--- src/rtl/rom_arb_pkg.sv ---
// Shared types and constants for the ROM bus arbiter.
package rom_arb_pkg;

    typedef enum logic [1:0] {
        IDLE  = 2'd0,
        ISSUE = 2'd1,
        DATA  = 2'd2
    } state_t;

    typedef enum logic {
        GNT_IBUS = 1'b0,
        GNT_DBUS = 1'b1
    } grant_t;

    localparam int ROM_LATENCY = 1;

endpackage

--- src/rtl/rom_arb_pick.sv ---
// Combinational winner select between ibus and dbus requests.
// ROM_ARB_RR_EN selects round-robin; otherwise ibus has fixed priority.
module rom_arb_pick
    import rom_arb_pkg::*;
(
    input  logic   ibus_cyc,
    input  logic   dbus_cyc,
    input  grant_t rr_ptr,
    output logic   vld,
    output grant_t gnt
);

    assign vld = ibus_cyc | dbus_cyc;

`ifdef ROM_ARB_RR_EN
    always_comb begin
        gnt = GNT_IBUS;
        if (ibus_cyc && dbus_cyc) begin
            gnt = rr_ptr;
        end else if (dbus_cyc) begin
            gnt = GNT_DBUS;
        end
    end
`else
    logic unused_rr_ptr;
    assign unused_rr_ptr = rr_ptr;

    always_comb begin
        gnt = GNT_IBUS;
        if (!ibus_cyc && dbus_cyc) begin
            gnt = GNT_DBUS;
        end
    end
`endif

endmodule

--- src/rtl/rom_bus_arbiter.sv ---
// Shares one single-port registered ROM between the ibus and dbus read requesters.
// Define ROM_ARB_RR_EN for round-robin arbitration; default is fixed ibus priority.
module rom_bus_arbiter
    import rom_arb_pkg::*;
#(
    parameter  int ROM_SIZE      = 1024,
    localparam int ROM_ADDR_BITS = $clog2(ROM_SIZE / 4)
) (
    input  logic                     clk,
    input  logic                     resetn,
    input  logic [31:0]              i_ibus_adr,
    input  logic                     i_ibus_cyc,
    output logic [31:0]              o_ibus_rdt,
    output logic                     o_ibus_ack,
    input  logic [31:0]              i_dbus_adr,
    input  logic                     i_dbus_cyc,
    input  logic                     i_dbus_we,
    output logic [31:0]              o_dbus_rdt,
    output logic                     o_dbus_ack,
    output logic [ROM_ADDR_BITS-1:0] o_rom_addr,
    output logic                     o_rom_ce,
    input  logic [31:0]              i_rom_data
);

    if (ROM_LATENCY != 1 || ROM_SIZE < 8) begin : g_bad_cfg
        $error("rom_bus_arbiter: unsupported configuration");
    end

    state_t state;
    grant_t grant;
    grant_t rr_ptr;
    logic   wr_skip;

    logic   pick_vld;
    grant_t pick_gnt;

    logic [ROM_ADDR_BITS-1:0] ibus_word;
    logic [ROM_ADDR_BITS-1:0] dbus_word;

    // Byte offset and bits above the ROM size are dropped, so addresses alias.
    assign ibus_word = i_ibus_adr[ROM_ADDR_BITS+1:2];
    assign dbus_word = i_dbus_adr[ROM_ADDR_BITS+1:2];

    logic unused_adr_bits;
    assign unused_adr_bits = ^{i_ibus_adr[31:ROM_ADDR_BITS+2], i_ibus_adr[1:0],
                               i_dbus_adr[31:ROM_ADDR_BITS+2], i_dbus_adr[1:0]};

    rom_arb_pick u_pick (
        .ibus_cyc (i_ibus_cyc),
        .dbus_cyc (i_dbus_cyc),
        .rr_ptr   (rr_ptr),
        .vld      (pick_vld),
        .gnt      (pick_gnt)
    );

    always_ff @(posedge clk) begin
        if (!resetn) begin
            state      <= IDLE;
            grant      <= GNT_IBUS;
            rr_ptr     <= GNT_IBUS;
            wr_skip    <= 1'b0;
            o_rom_ce   <= 1'b0;
            o_rom_addr <= '0;
            o_ibus_ack <= 1'b0;
            o_dbus_ack <= 1'b0;
        end else begin
            o_ibus_ack <= 1'b0;
            o_dbus_ack <= 1'b0;
            case (state)
                IDLE: begin
                    if (pick_vld) begin
                        grant      <= pick_gnt;
                        rr_ptr     <= (pick_gnt == GNT_IBUS) ? GNT_DBUS : GNT_IBUS;
                        o_rom_addr <= (pick_gnt == GNT_IBUS) ? ibus_word : dbus_word;
                        if (pick_gnt == GNT_DBUS && i_dbus_we) begin
                            // Writes to ROM are acknowledged without touching it.
                            wr_skip    <= 1'b1;
                            o_dbus_ack <= 1'b1;
                            state      <= DATA;
                        end else begin
                            wr_skip  <= 1'b0;
                            o_rom_ce <= 1'b1;
                            state    <= ISSUE;
                        end
                    end
                end
                ISSUE: begin
                    o_rom_ce   <= 1'b0;
                    o_ibus_ack <= (grant == GNT_IBUS);
                    o_dbus_ack <= (grant == GNT_DBUS);
                    state      <= DATA;
                end
                DATA: begin
                    state <= IDLE;
                end
                default: begin
                    state <= IDLE;
                end
            endcase
        end
    end

    // ROM output is already registered; it is only steered and gated here.
    assign o_ibus_rdt = o_ibus_ack ? i_rom_data : 32'h0;
    assign o_dbus_rdt = (o_dbus_ack && !wr_skip) ? i_rom_data : 32'h0;

endmodule

--- config.mk ---
export PLATFORM = sky130hd
export DESIGN_NAME = rom_bus_arbiter
export DESIGN_NICKNAME = d
export VERILOG_FILES = /design/src/rtl/rom_arb_pkg.sv /design/src/rtl/rom_arb_pick.sv /design/src/rtl/rom_bus_arbiter.sv
export SDC_FILE = /design/constraint.sdc
export NUM_CORES = 1
export LEC_CHECK = 0
export BUFFER_PORTS_ARGS = -buffer_cell sky130_fd_sc_hd__clkbuf_2
export CORE_AREA = 2 2 69 71
export CTS_CLUSTER_DIAMETER = 40
export DETAILED_ROUTE_END_ITERATION = 6
export DIE_AREA = 0 0 71 73
export MAX_ROUTING_LAYER = met4
export PLACE_DENSITY_LB_ADDON = 0.05
export SLEW_MARGIN = 20
export SYNTH_ARGS = -nofsm -noshare
export SYNTH_HDL_FRONTEND = slang
export SYNTH_HIERARCHICAL = 1
export SYNTH_SLANG_ARGS = --single-unit
--- constraint.sdc ---
create_clock -name clk -period 1.04 [get_ports clk]
set_input_delay 0.156 -clock clk [delete_from_list [all_inputs] [get_ports clk]]
set_output_delay 0.156 -clock clk [all_outputs]
set_load 0.05 [all_outputs]
After elaboration in Yosys (flattened, before gate mapping)
Index checks and enable logic that the tools add are counted.
{ "totals": {"ff_bits": 15, "latchBits": 0, "ramBits": 0, "romBits": 0, "in_bits": 101, "wordCells": 35, "mem_count": 0} }
{ "classes": {"n_addsub": 0, "multipliers": 0, "n_div": 0, "order_cmp": 0, "n_eq_ne": 3, "n_shift": 0, "n_mux": 13, "bitwise_logic": 2, "n_reduce_logical": 10} }
{ "ops": {"columns": ["op", "n"], "rows": [
  ["two-way mux 32 bit", 2],
  ["two-way mux 8 bit", 1],
  ["two-way mux 1 bit", 5],
  ["two-way mux 2 bit", 2],
  ["inequality test 2 bit (second input constant)", 2],
  ["case mux 1 bit (2 select lines)", 2],
  ["case mux 2 bit (2 select lines)", 1],
  ["AND reduction 2 bit", 2],
  ["logical AND 1 bit", 3],
  ["AND reduction 3 bit", 1],
  ["equality test 2 x 1 -> 1 bit (second input constant)", 1],
  ["zero test 1 bit", 2],
  ["zero test 2 bit", 1],
  ["nonzero test 2 bit", 1],
  ["NOT 1 bit", 1],
  ["bitwise OR 1 bit", 1]
]} }

Longest topological paths before layout
{ "depth": {"word_depth": 7, "mapped_depth": 5, "depth_no_buf": 4} }

By module
The synthesis kept the hierarchy.
{ "modules_own_cells": {"columns": ["module", "instances", "cells_each", "area_each_um2", "seq_area_each_um2"], "rows": [
  ["rom_bus_arbiter", 1, 138, 1093.5, 320.3],
  ["rom_arb_pick", 1, 2, 12.5, 0.0]
]} }

Least setup slack after synthesis
No wires, ideal clock.
{ "synth_path": {"path_type": "register to output", "startpoint": "register o_dbus_ack", "endpoint": "output port o_dbus_rdt[10]", "arrival_ns": 1.556, "required_time_ns": 0.884, "slack_ns": -0.672, "path_stages_with_launch": 4, "n_path_buf": 1, "cell_sequence": "dfxtp_1 > nor2b_1 > clkbuf_1 > and2_1"} }
{ "synth_between": {"elab_chain_len": 2} }
{ "synth_rtl": {"columns": ["item", "line_no", "source"], "rows": [
  ["start: declaration", "rom_bus_arbiter.sv:19", "output logic o_dbus_ack,"],
  ["start signal: assignment", "rom_bus_arbiter.sv:90", "o_dbus_ack <= (grant == GNT_DBUS);"],
  ["logical AND 1 bit", "rom_bus_arbiter.sv:105", "assign o_dbus_rdt = (o_dbus_ack && !wr_skip) ? i_rom_data : 32'h0;"],
  ["two-way mux 32 bit", "rom_bus_arbiter.sv:105", null],
  ["end: declaration", "rom_bus_arbiter.sv:18", "output logic [31:0] o_dbus_rdt,"]
]} }
Every way passes these cells.

Final worst setup path
{ "layout_path": {"startpoint": "register o_dbus_ack", "endpoint": "output port o_dbus_rdt[1]"} }
Same word-level chain as after synthesis.

==> flow_summary.toml <==
[run_status]
outcome = "finished, violations left"
violations = "negative setup slack"

[placement]
post-dp-hpwl_mm = 2.95
numPortBuffers = 127
place.gp.congestion = 0.680
placed_area_sq_um = 2280

[logic_synthesis]
synth.cell_area_sq_um = 1080
synth_cells = 137
yosysWarningCount = 6
syn_avg_cell_area_sq_um = 7.85
syn_nets = 238

[finish]
drive_gt1_share_pct = 79.2
register_area_sq_um = 308
area_growth_pct = 207
finish.instance_area_sq_um = 3310
layout.nets = 371
fillers = 283
final_common_cell = "and2_4"
fin_util_pct = 72.9
multi_input_area_sq_um = 905
n_antenna_cell = 0
layout_common_cells = "63 x and2_4, 56 x clkbuf_2, 45 x clkbuf_16, 20 x buf_12, 13 x dfxtp_1"

[routing]
ant_nets = 0
wl_mm = 5.54
drcViolationCount = 0
vias = 1485
avgViaCountPerCell = 4.60
dr.pass1.iters = 2
drt-wirelength-per-cell_um = 17.2
drtIter0Drc = 31

[clock_network]
cts_root_buf = "clkbuf_8"
clkTransAtPathRegs_ps = 60
cts_max_level = 1
cts.sinks = 15
cts_buffers = 3
clk_latency_ps = 240
cts_tree = "done"
clock_path_buffers = 2

[timing]
fin_crit_sh_pct = 138
hold_viol = 0
finalSetupViolations = 65
fin_setup_tns_ps = -17960
skew_ps = 1.25
slew_headroom_pct = 78.8
drv_slew = 0
tightest_slew_ps = 318
setup_slack_ps = -397
fmax_ghz = 0.696
finalCriticalPeriod_ps = 1440
rsz0062_at_grt = "true"

[grt]
gr-total-overflow = 0
first_global_vias = 1467
grt_start_max_net_pins = 19
track_usage_pct = 20.9
antenna_found_initial = 0
grt_pass1_wl_mm = 8.20

[floorplan]
row_count = 25
core-area_sq_um = 4540
initial_core_util_pct = 23.7
die_height_um = 73
ios = 176
die-width_um = 71
die_area_sq_um = 5180

[power_and_ir_drop]
leakagePower_uw = 0.00152
power.density_nw_per_um2 = 707
max-vdd-ir-drop_uv = 931
p_total_uw = 2340

[critical_path]
max_stage_delay_ps = 340
crit_fanout = 18
crit_arrival_ps = 1280
critPathSlowestCell = "dfxtp_4"
crit_chain = "nor2b_4 > buf_12 > and2_4 > clkbuf_16"
crit_required_ps = 880
worstSetupStartpointType = "register"
crit_family = "simple AND/OR/NAND/NOR gates"
critical_path_buf_inv_count = 2
cp-end-kind = "primary output"
path_class = "reg -> out"

[worst_hold_path]
hold_class = "in -> reg"

[job]
cap_viol_max_count = 0
-- layer usage --
layer  wire (um)  vias to the layer above  GRT usage (%)
li1            -                      719              -
met1        2160                      685           23.8
met2        2990                       73           38.2
met3         294                        8           3.59
met4          96                        0           5.24
met5           0                        -              -
-- worst paths after layout --
check             startpoint       endpoint  slack, ps  cells past startpoint
hold / removal     i_dbus_we       state[0]        160                      2
setup / recovery  o_dbus_ack  o_dbus_rdt[1]       -400                      4
hold reg to reg        grant     o_ibus_ack        450                      1
setup reg to reg    state[0]       o_rom_ce         60                      2
-- metrics by stage --
stage | worst slack, ps | hold slack (ps) | cells
2_1_floorplan | -135 | 252 | 137
3_3_place_gp | -180 | 412 | 315
3_5_place_dp | -200 | 423 | 315
4_1_cts | -370 | 167 | 325
5_1_grt | -441 | 170 | 323
6_report | -397 | 159 | 323
-- repair_timing --
| item | CTS | global route |
|---|---|---|
| hold buffers | 0 | 0 |
| setup endpoints to repair | 65 | 76 |
| resized for setup | 146 | 16 |
| gates cloned | 2 | 1 |
| setup buffers | 4 | 1 |
| pin swaps | 21 | 17 |
-- worst reg2reg max path, cell delays in order, from the launching register on --
cell and delay, ps:
dfxtp_1 430, inv_1 160, o221a_2 290
-- layout make-up --
type / count / area share [%]
multi-input cells: 110 / 27.4
inverters: 1 / 0.114
flip-flops and latches: 15 / 9.31
clock buffers: 4 / 1.36
repair buffers: 139 / 59.8
well taps: 54 / 2.04
-- flip-flops by register name, summed over array words and instances (netlist names) --
register    cells
o_rom_addr      8
o_ibus_ack      1
grant           1
wr_skip         1
o_dbus_ack      1
o_rom_ce        1
state           2
-- power by group --
group / total [uW] / internal [uW] / switching [uW]
clock network: 465 / 271 / 194
logic: 1210 / 564 / 651
registers: 658 / 623 / 35.5
Note: power is estimated with default switching activity, not from simulation.
